==> config.mk <==
export PLATFORM = sky130hd
export DESIGN_NAME = uart_rx_flat
export DESIGN_NICKNAME = d
export VERILOG_FILES = /design/src/rtl/uart_rx_if.sv /design/src/rtl/uart_rx.sv /design/src/flat_wrapper.sv
export SDC_FILE = /design/constraint.sdc
export NUM_CORES = 1
export LEC_CHECK = 0
export BUFFER_PORTS_ARGS = -buffer_cell sky130_fd_sc_hd__buf_4
export CORE_MARGIN = 2
export CORE_UTILIZATION = 61
export DETAILED_ROUTE_END_ITERATION = 8
export HOLD_SLACK_MARGIN = 0.05
export PLACE_DENSITY_LB_ADDON = 0.08
export SYNTH_ARGS = -nofsm -noshare
export SYNTH_HDL_FRONTEND = slang
export SYNTH_SLANG_ARGS = --single-unit
==> constraint.sdc <==
create_clock -name clk -period 3.42 [get_ports clk]
set_input_delay 1.026 -clock clk [delete_from_list [all_inputs] [get_ports clk]]
set_output_delay 1.026 -clock clk [all_outputs]
set_load 0.01 [all_outputs]
==> src/rtl/uart_rx_if.sv <==
// Serial receive interface: line input plus received-byte strobes.
//   rx        : serial line into the receiver (idle high)
//   data      : received byte, bit 0 = first data bit on the line
//   valid     : one-cycle strobe, data holds a good frame
//   frame_err : one-cycle strobe, stop bit sampled low
//   busy      : receiver is inside a frame
// master = line driver / byte consumer side, slave = the receiver.
interface uart_rx_if;
  logic       rx;
  logic [7:0] data;
  logic       valid;
  logic       frame_err;
  logic       busy;

  modport master (
    output rx,
    input  data,
    input  valid,
    input  frame_err,
    input  busy
  );

  modport slave (
    input  rx,
    output data,
    output valid,
    output frame_err,
    output busy
  );
endinterface

==> src/rtl/uart_rx.sv <==
// 8N1 UART receiver with CLKS_PER_BIT oversampling and a 3-sample majority vote
// around each bit centre.
//   clk : system clock, rising edge
//   rst : synchronous active-high reset
//   bus : uart_rx_if slave (rx in; data, valid, frame_err, busy out)
module uart_rx #(
  parameter int unsigned CLKS_PER_BIT = 16,
  parameter int unsigned SYNC_STAGES  = 2
) (
  input  logic     clk,
  input  logic     rst,
  uart_rx_if.slave bus
);

  localparam int unsigned TW  = $clog2(CLKS_PER_BIT);
  localparam int unsigned Mid = CLKS_PER_BIT / 2;

  localparam logic [TW-1:0] TSamp0 = TW'(Mid - 1);
  localparam logic [TW-1:0] TSamp1 = TW'(Mid);
  localparam logic [TW-1:0] TVote  = TW'(Mid + 1);
  localparam logic [TW-1:0] TLast  = TW'(CLKS_PER_BIT - 1);

  typedef enum logic [1:0] {StIdle, StStart, StData, StStop} state_e;

  state_e                 state_q, state_d;
  logic [SYNC_STAGES-1:0] sync_q, sync_d;
  logic                   rxs_prev_q, rxs_prev_d;
  logic [TW-1:0]          timer_q, timer_d;
  logic [2:0]             idx_q, idx_d;
  logic [1:0]             samp_q, samp_d;
  logic [7:0]             shift_q, shift_d;
  logic [7:0]             data_q, data_d;
  logic                   valid_q, valid_d;
  logic                   ferr_q, ferr_d;

  logic          rxs;
  logic          vote;
  logic          at_vote;
  logic          at_end;
  logic [TW-1:0] timer_inc;

  assign rxs       = sync_q[SYNC_STAGES-1];
  assign timer_inc = timer_q + 1'b1;
  assign at_vote   = (timer_q == TVote);
  assign at_end    = (timer_q == TLast);
  // Third sample is the live value at MID+1, so the vote is ready that same cycle.
  assign vote = (samp_q[0] & samp_q[1]) | (samp_q[0] & rxs) | (samp_q[1] & rxs);

  always_comb begin
    state_d    = state_q;
    sync_d     = {sync_q[SYNC_STAGES-2:0], bus.rx};
    rxs_prev_d = rxs;
    timer_d    = timer_q;
    idx_d      = idx_q;
    samp_d     = samp_q;
    shift_d    = shift_q;
    data_d     = data_q;
    valid_d    = 1'b0;
    ferr_d     = 1'b0;

    if (timer_q == TSamp0) samp_d[0] = rxs;
    if (timer_q == TSamp1) samp_d[1] = rxs;

    case (state_q)
      StIdle: begin
        // Edge-triggered: a line held low (break) never retriggers.
        if (rxs_prev_q && !rxs) begin
          timer_d = '0;
          state_d = StStart;
        end
      end
      StStart: begin
        timer_d = timer_inc;
        if (at_vote && vote) begin
          state_d = StIdle;
        end else if (at_end) begin
          timer_d = '0;
          idx_d   = '0;
          state_d = StData;
        end
      end
      StData: begin
        timer_d = timer_inc;
        if (at_vote) shift_d[idx_q] = vote;
        if (at_end) begin
          timer_d = '0;
          if (idx_q == 3'd7) state_d = StStop;
          else               idx_d   = idx_q + 3'd1;
        end
      end
      StStop: begin
        timer_d = timer_inc;
        // Leave at mid stop bit so an immediately following start edge is seen.
        if (at_vote) begin
          if (vote) begin
            data_d  = shift_q;
            valid_d = 1'b1;
          end else begin
            ferr_d = 1'b1;
          end
          state_d = StIdle;
        end
      end
      default: state_d = StIdle;
    endcase
  end

  always_ff @(posedge clk) begin
    if (rst) begin
      state_q    <= StIdle;
      sync_q     <= '1;
      rxs_prev_q <= 1'b1;
      timer_q    <= '0;
      idx_q      <= '0;
      samp_q     <= '0;
      shift_q    <= '0;
      data_q     <= '0;
      valid_q    <= 1'b0;
      ferr_q     <= 1'b0;
    end else begin
      state_q    <= state_d;
      sync_q     <= sync_d;
      rxs_prev_q <= rxs_prev_d;
      timer_q    <= timer_d;
      idx_q      <= idx_d;
      samp_q     <= samp_d;
      shift_q    <= shift_d;
      data_q     <= data_d;
      valid_q    <= valid_d;
      ferr_q     <= ferr_d;
    end
  end

  assign bus.data      = data_q;
  assign bus.valid     = valid_q;
  assign bus.frame_err = ferr_q;
  assign bus.busy      = (state_q != StIdle);

endmodule
==> src/flat_wrapper.sv <==
// flat-port wrapper written by rule: the top's interface ports become plain ports
module uart_rx_flat 
#(
  parameter int unsigned CLKS_PER_BIT = 16,
  parameter int unsigned SYNC_STAGES  = 2
)
  (clk, rst, bus_rx, bus_data, bus_valid, bus_frame_err, bus_busy);
  uart_rx_if bus_i ();
  input  logic clk;
  input  logic rst;
  input wire logic [$bits(bus_i.rx)-1:0] bus_rx;
  output wire logic [$bits(bus_i.data)-1:0] bus_data;
  output wire logic [$bits(bus_i.valid)-1:0] bus_valid;
  output wire logic [$bits(bus_i.frame_err)-1:0] bus_frame_err;
  output wire logic [$bits(bus_i.busy)-1:0] bus_busy;
  assign bus_i.rx = bus_rx;
  assign bus_data = bus_i.data;
  assign bus_valid = bus_i.valid;
  assign bus_frame_err = bus_i.frame_err;
  assign bus_busy = bus_i.busy;
  uart_rx #(.CLKS_PER_BIT(CLKS_PER_BIT), .SYNC_STAGES(SYNC_STAGES)) u_core (.clk(clk), .rst(rst), .bus(bus_i));
endmodule
# --- Word-level counts from Yosys, hierarchy flattened ---
# Index checks and enable logic that the tools add are counted.
# Widths: inputs -> output; s select.
classes:
  add_sub_neg: 2
  multipliers: 0
  n_div: 0
  order_cmp: 2
  eq_ne: 16
  shifts: 0
  mux: 21
  bitwise_logic: 7
  reduce_logical: 12
ops:
  columns: ["cell", "n"]
  rows:
  - ["$pmux 4 s4", 1]
  - ["$eq 4x4->1 const B", 3]
  - ["$mux 2", 6]
  - ["$mux 3", 4]
  - ["$mux 4", 3]
  - ["$ne 2x1->1 const B", 5]
  - ["$reduce_and 5->1", 2]
  - ["$bwmux 8", 1]
  - ["$pmux 2 s4", 1]
  - ["$pmux 3 s2", 1]
  - ["$add 4x1->4 const B", 1]
  - ["$eq 2x2->1 const B", 2]
  - ["$eq 4x3->1 const B", 1]
  - ["$lt 3x4->1 const B", 1]
  - ["$ne 2x2->1 const B", 2]
  - ["$reduce_bool 2->1", 2]
  - ["$add 3x1->3 const B", 1]
  - ["$and 1x1->1", 3]
  - ["$demux 1 s3", 1]
  - ["$eq 3x3->1 const B", 1]
  - ["$ge 3x1->1 const B", 1]
  - ["$logic_and 1x1->1", 3]
  - ["$mux 1", 3]
  - ["$ne 3x1->1 const B", 1]
  - ["other kinds (8)", 10]
word_totals:
  register_bits: 32
  latchBits: 0
  ram_bits: 0
  rom_bits: 0
  in_bits: 3
  output_inout_bits: 11
  elab_cells: 71
  memories: 0

# --- Depth between registers and ports, before layout ---
# Gate-level depths: netlist (run 1).
depth:
  ltp_word: 6
  depth_mapped: 8

# --- Worst setup path after synthesis (run 1) ---
# No wires, ideal clock.
synth_timing:
  path_kind: "reg2out"
  startpoint: "register u_core.state_q[0]"
  endpoint: "output bus_busy"
  t_arrival_ns: 0.735
  required_time_ns: 2.394
  path_slack_ns: 1.659
  path_stages_with_launch: 4
  path_cell_list: "dfxtp_1 > inv_1 > ha_1 > inv_1"
synth_between:
  elab_chain_len: 1
synth_rtl:
  columns: ["item", "line_no", "text"]
  rows:
  - ["start, declared", "uart_rx.sv:25", "state_e state_q, state_d;"]
  - ["start signal, assigned", "uart_rx.sv:110", "state_q <= StIdle;"]
  - ["start signal, assigned", "uart_rx.sv:121", "state_q <= state_d;"]
  - ["$reduce_bool 2->1", "uart_rx.sv:137", "assign bus.busy = (state_q != StIdle);"]
  - ["end, declared", "flat_wrapper.sv:15", "output wire logic [$bits(bus_i.busy)-1:0] bus_busy;"]
# Every way passes these cells.

# --- Worst setup path after layout (run 1) ---
# Ends and elaborated chain as after synthesis.

==> flow_metrics.py, run 1 <==
metrics = {
    "synthesis": {
        "ys_seq_elements": 32,
        "yosys_warnings": 0,
        "syn_area_per_cell_sq_um": 9.12,
        "synth_most_common_cell": "dfxtp_1",
        "synthCells": 164,
        "yosysTopAreaCell": "dfxtp_1",
        "netlist_area_sq_um": 1500,
        "synthesis.nets": 177,
        "synth-edff-count": 0,
        "async_reset_ff_share_pct": 0,
        "netlist.area_leader.share_pct": 42.8,
        "ys_seq_area_share_pct": 42.8,
        "synth_common_cells": "dfxtp_1 (32), nor2_1 (27), mux2i_1 (19)",
        "synthTopCellsByArea": "dfxtp_1 (43%), mux2i_1 (13%), ha_1 (8.4%), nor2_1 (6.8%), nand2_1 (3.0%)",
        "synth_cell_types": 31,
        "synth_ff_type": "dfxtp_1",
    },
    "layout": {
        "antenna_cells": 0,
        "drive_gt1_share_pct": 16.5,
        "final_cell_area_sq_um": 1640,
        "area_growth_pct": 9.71,
        "finalNetCount": 189,
    },
    "sta": {
        "finalSetupViolations": 0,
        "fin_skew_ns": 0.0127,
        "relSlewSlack_pct": 76.9,
        "max_freq_mhz": 437,
        "rsz0062_at_grt": "false",
        "slew_viol_final": 0,
        "worst_pin_slew_ns": 0.343,
        "hold_viol_final": 0,
        "whs_ns": 0.423,
        "period_needed_ns": 2.29,
        "min_period_over_period_pct": 66.9,
        "setup_tns_ns": 0,
    },
    "route": {
        "drc": 0,
        "vias": 1151,
        "firstDrtPassIters": 4,
        "antenna_left": 0,
        "wl_mm": 2.68,
        "drt_iter0_drc": 15,
        "avgViaCountPerCell": 5.64,
        "wl_per_cell_um": 13.1,
    },
    "cts": {
        "clkTransAtPathRegs_ns": 0.10,
        "cts_root_buf": "clkbuf_4",
        "cts_tree": "done",
        "cts_made_buffers": 5,
        "cts_setup_buffers": 0,
        "insertion_delay_ns": 0.34,
        "cts_sinks": 32,
        "postCtsHoldBufs": 0,
        "cts_buffer_depth": 2,
        "htreeDepth": 2,
        "post_cts_resized": 0,
    },
    "power": {
        "pwr-share-comb_pct": 12.7,
        "clkPwrFrac_pct": 29.9,
        "vdd_ir_drop_max_mv": 0.323,
        "power_switching_uw": 181,
        "seqPwrFrac_pct": 57.4,
        "intPower_uw": 484,
        "switching_share_pct": 27.2,
        "leakage_uw": 0.000741,
        "p_per_area_nw_per_um2": 405,
    },
    "setup_path": {
        "worstPathCellList": "inv_1 -> ha_1 -> inv_1 -> buf_4",
        "crit_path_end_kind": "output pin",
        "critPathTopFamily": "flip-flops",
        "critPathKind": "reg2out",
        "cp_slowest_cell": "dfxtp_1",
        "worst-path-max-fanout": 6,
        "cp.required_ns": 2.39,
        "cp_slowest_stage_delay_ns": 0.39,
        "path_common_cell": "inv_1",
        "worstSetupStartpointType": "flip-flop",
        "cp_num_buf_inv": 3,
        "cp_data_arrival_time_ns": 1.26,
    },
    "place": {
        "placed_area_sq_um": 1590,
        "hpwlAfterDp_mm": 1.81,
        "gp_routability_congestion": 0.875,
        "portBuffers": 13,
    },
    "floorplan": {
        "initial_core_util_pct": 66.3,
        "die_area_sq_um": 2860,
        "ios": 14,
        "die_x_um": 53.5,
        "core_area_sq_um": 2250,
        "placementRows": 17,
        "die_h_um": 53.5,
    },
    "grt": {
        "grt.total_usage_pct": 23.2,
        "grt_max_degree": 33,
        "grt_overflow": 0,
        "antenna_found_initial": 0,
        "grt_pass1_wl_mm": 4.59,
        "first_global_vias": 1034,
    },
    "run": {
        "max_cap_violations": 0,
    },
    "worst_hold_path": {
        "hold_path_class": "reg2reg",
    },
    "status": {
        "status": "complete, no violations",
    },
}
-- area by class of cell --
class	instances	area [sq um]
Tap cell	28	35.0
Multi-Input combinational cell	115	787
Clock inverter	1	5.00
Timing Repair Buffer	13	97.6
Sequential cell	32	641
Inverter	9	33.8
Clock buffer	6	41.3
Fill cell	180	614
-- per-layer routing --
metal	vias to the layer above	track usage, %	routed length [um]
met5	-	0	0
met2	20	34.6	1200
met1	540	28.6	1290
met4	0	14.5	82
li1	582	-	-
met3	9	7.91	100
-- cells in the final DEF (no fill, tap or decap) --
cell type / instances
clkinv_2: 1
buf_4: 13
nand4b_1: 1
mux2i_1: 19
o21ai_0: 4
clkbuf_1: 1
nand3b_1: 2
nand3_2: 1
and3_1: 1
dfxtp_1: 32
nor3_1: 4
and3b_1: 1
o2111a_1: 1
clkbuf_4: 5
nand3b_2: 1
nand2_1: 12
nand2b_1: 1
nor3b_2: 2
ha_1: 10
and2_1: 1
o211ai_1: 1
a22oi_1: 1
maj3_2: 1
o211ai_2: 1
nor2_1: 27
nor3b_1: 2
inv_1: 9
o41ai_1: 1
nand4_1: 3
or2_2: 4
o311a_1: 1
nand3_1: 4
a21oi_1: 8
-- power groups by stage --
stage                     clock network [uW]  registers [uW]  logic [uW]
after global placement                     0             389        80.9
final                                    199             382        84.4
after CTS                                205             382        83.8
after floorplan                            0             389        63.0
after detailed placement                   0             390        82.8
after global routing                     219             382        94.6
-- state kept, by name, indices dropped and copies added (netlist names), named ones only --
| signal | count |
|---|---|
| u_core.timer_q | 4 |
| u_core.bus.frame_err | 1 |
| u_core.bus.valid | 1 |
| u_core.state_q | 1 |
| u_core.bus.data | 8 |
| u_core.sync_q | 2 |
| u_core.rxs_prev_q | 1 |
| u_core.idx_q | 3 |
| u_core.shift_q | 8 |
| u_core.samp_q | 2 |
-- cell families after synthesis --
kind of cell             count (synthesis)  synth area share, %
AND/OR/NAND/NOR                         67                 22.9
multiplexers                            19                 12.7
AO/OA/AOI/OAI                           18                 7.87
adder cells (fa/ha/maj)                 11                 9.12
flip-flops                              32                 42.8
buffers and inverters                   17                 4.52
-- final timing paths --
check                     from                end  slack [ns]  cells after the start
max          u_core.state_q[0]           bus_busy        1.13                      4
min           u_core.sync_q[0]   u_core.sync_q[1]        0.42                      1
max reg2reg  u_core.state_q[0]  u_core.timer_q[1]        1.63                      7
min reg2reg   u_core.sync_q[0]   u_core.sync_q[1]        0.42                      1
-- metrics by stage --
stage                     power (uW)  setup WS (ns)  instances  utilization [%]
final                            665           1.13        204             72.8
after CTS                        670           1.12        204             72.8
after global routing             696           1.04        204             72.8
after global placement           470           1.58        197             70.7
after floorplan                  452           1.66        164                -
after detailed placement         473           1.51        197             70.7
-- worst reg2reg max path, cell delays in order, from the launching register on --
cell	delay (ns)
dfxtp_1	0.39
inv_1	0.13
ha_1	0.34
or2_2	0.33
a21oi_1	0.18
nor3_1	0.10
a22oi_1	0.14
nor2_1	0.05
Power figures use the tool's default switching activity.
==> run 2: changes to the inputs <==
--- a/config.mk
+++ b/config.mk
@@ -7,7 +7,7 @@
 export LEC_CHECK = 0
 export BUFFER_PORTS_ARGS = -buffer_cell sky130_fd_sc_hd__buf_4
 export CORE_MARGIN = 2
-export CORE_UTILIZATION = 61
+export CORE_UTILIZATION = 52
 export DETAILED_ROUTE_END_ITERATION = 8
 export HOLD_SLACK_MARGIN = 0.05
 export PLACE_DENSITY_LB_ADDON = 0.08
==> constraint.sdc (replaced) <==
create_clock -name clk -period 2.1 [get_ports clk]
set_input_delay 0.63 -clock clk [delete_from_list [all_inputs] [get_ports clk]]
set_output_delay 0.63 -clock clk [all_outputs]
set_load 0.01 [all_outputs]
==> flow_metrics.py, run 2 (synthesis results as in run 1) <==
metrics = {
    "status": {
        "status": "complete, no violations",
    },
    "cts": {
        "cts_buffer_depth": 2,
        "cts_sinks": 32,
        "clkTransAtPathRegs_ns": 0.09,
        "postCtsHoldBufs": 0,
        "cts_made_buffers": 5,
        "cts_root_buf": "clkbuf_4",
        "cts_setup_buffers": 0,
        "htreeDepth": 2,
        "cts_tree": "done",
        "post_cts_resized": 0,
        "insertion_delay_ns": 0.34,
    },
    "grt": {
        "grt_pass1_wl_mm": 4.66,
        "grt_overflow": 0,
        "grt.total_usage_pct": 18.7,
        "grt_max_degree": 33,
        "first_global_vias": 1064,
        "antenna_found_initial": 0,
    },
    "place": {
        "gp_routability_congestion": 0.797,
        "hpwlAfterDp_mm": 1.85,
        "place_inst": 200,
        "portBuffers": 13,
    },
    "sta": {
        "hold_viol_final": 0,
        "whs_ns": 0.420,
        "rsz0062_at_grt": "false",
        "fin_skew_ns": 0.00913,
        "worst_pin_slew_ns": 0.369,
        "setup_tns_ns": 0,
        "slew_viol_final": 0,
        "finalSetupViolations": 0,
        "max_freq_mhz": 531,
        "min_period_over_period_pct": 89.7,
        "period_needed_ns": 1.88,
        "relSlewSlack_pct": 75.2,
    },
    "floorplan": {
        "initial_core_util_pct": 54.7,
        "placementRows": 19,
        "core_area_sq_um": 2730,
        "ios": 14,
        "die_x_um": 57.6,
        "die_area_sq_um": 3320,
        "die_h_um": 57.6,
    },
    "setup_path": {
        "cp_data_arrival_time_ns": 1.25,
        "critPathKind": "reg2out",
        "crit_path_end_kind": "output pin",
        "worst-path-max-fanout": 6,
        "cp.required_ns": 1.47,
        "rrSetupSlack_ns": 0.35,
        "worstSetupStartpointType": "flip-flop",
    },
    "layout": {
        "layout_common_cells": "dfxtp_1 (32), nor2_1 (27), mux2i_1 (19)",
        "stdcell_count": 208,
        "area_growth_pct": 11.0,
        "nFillCells": 248,
        "drive_gt1_share_pct": 16.9,
        "finalNetCount": 189,
        "antenna_cells": 0,
        "final_common_cell": "dfxtp_1",
    },
    "route": {
        "firstDrtPassIters": 4,
        "wl_mm": 2.61,
        "vias": 1119,
        "wl_per_cell_um": 12.5,
        "drc": 0,
        "avgViaCountPerCell": 5.38,
        "antenna_left": 0,
        "drt_iter0_drc": 33,
    },
    "power": {
        "leakage_uw": 0.000744,
        "p_per_area_nw_per_um2": 679,
        "vdd_ir_drop_max_mv": 0.579,
    },
    "run": {
        "max_cap_violations": 0,
    },
    "worst_hold_path": {
        "hold_path_class": "reg2reg",
    },
}
run 2: changes by cell type in the layout (fill, tap and decap cells not counted):
| cell | before | now |
|---|---|---|
| clkinv_2 | 1 | 0 |
| clkbuf_8 | 0 | 1 |
| clkinvlp_4 | 0 | 1 |
run 2: report_power, final:
group          total, uW  internal (uW)  switching, uW  leakage (uW)
clock network        368            164            204     0.0000315
registers            621            615           6.21      0.000258
logic                139           50.8           88.0      0.000454
run 2: metal layers:
| metal | share of wire (%) | wire, um | global-route usage (%) |
|---|---|---|---|
| met5 | 0 | 0 | 0 |
| met3 | 5.6 | 147 | 7.37 |
| met1 | 47 | 1230 | 24.0 |
| met4 | 2.1 | 55 | 8.31 |
| met2 | 45 | 1170 | 27.9 |
run 2: critical path: stages, from the launching register on:
cell	delay, ns
dfxtp_1	0.37
inv_1	0.12
ha_1	0.25
inv_1	0.07
buf_4	0.11
run 2: cell type report:
class	instances	area [sq um]	share of cell area, %
well taps	31	38.8	2.34
inverters	9	33.8	2.03
clock buffers	7	55.1	3.32
multi-input cells	115	787	47.4
flip-flops and latches	32	641	38.6
repair buffers	13	97.6	5.88
clock inverters	1	7.51	0.452
run 2: final timing paths:
| kind | from | end | cells past startpoint |
|---|---|---|---|
| hold reg to reg | u_core.sync_q[0] | u_core.sync_q[1] | 1 |
| hold / removal | u_core.sync_q[0] | u_core.sync_q[1] | 1 |
| setup reg to reg | u_core.state_q[0] | u_core.timer_q[0] | 7 |
| setup / recovery | u_core.state_q[0] | bus_busy | 4 |
run 2: stage by stage:
step | setup WS, ns | power [uW] | utilization (%) | area [sq um]
6_report | 0.216 | 1130 | 60.7 | 1660
5_1_grt | 0.112 | 1180 | 60.7 | 1660
4_1_cts | 0.197 | 1140 | 60.7 | 1660
3_5_place_dp | 0.349 | 773 | 58.4 | 1600
3_3_place_gp | 0.430 | 768 | 58.4 | 1600
2_1_floorplan | 0.503 | 736 | - | 1500
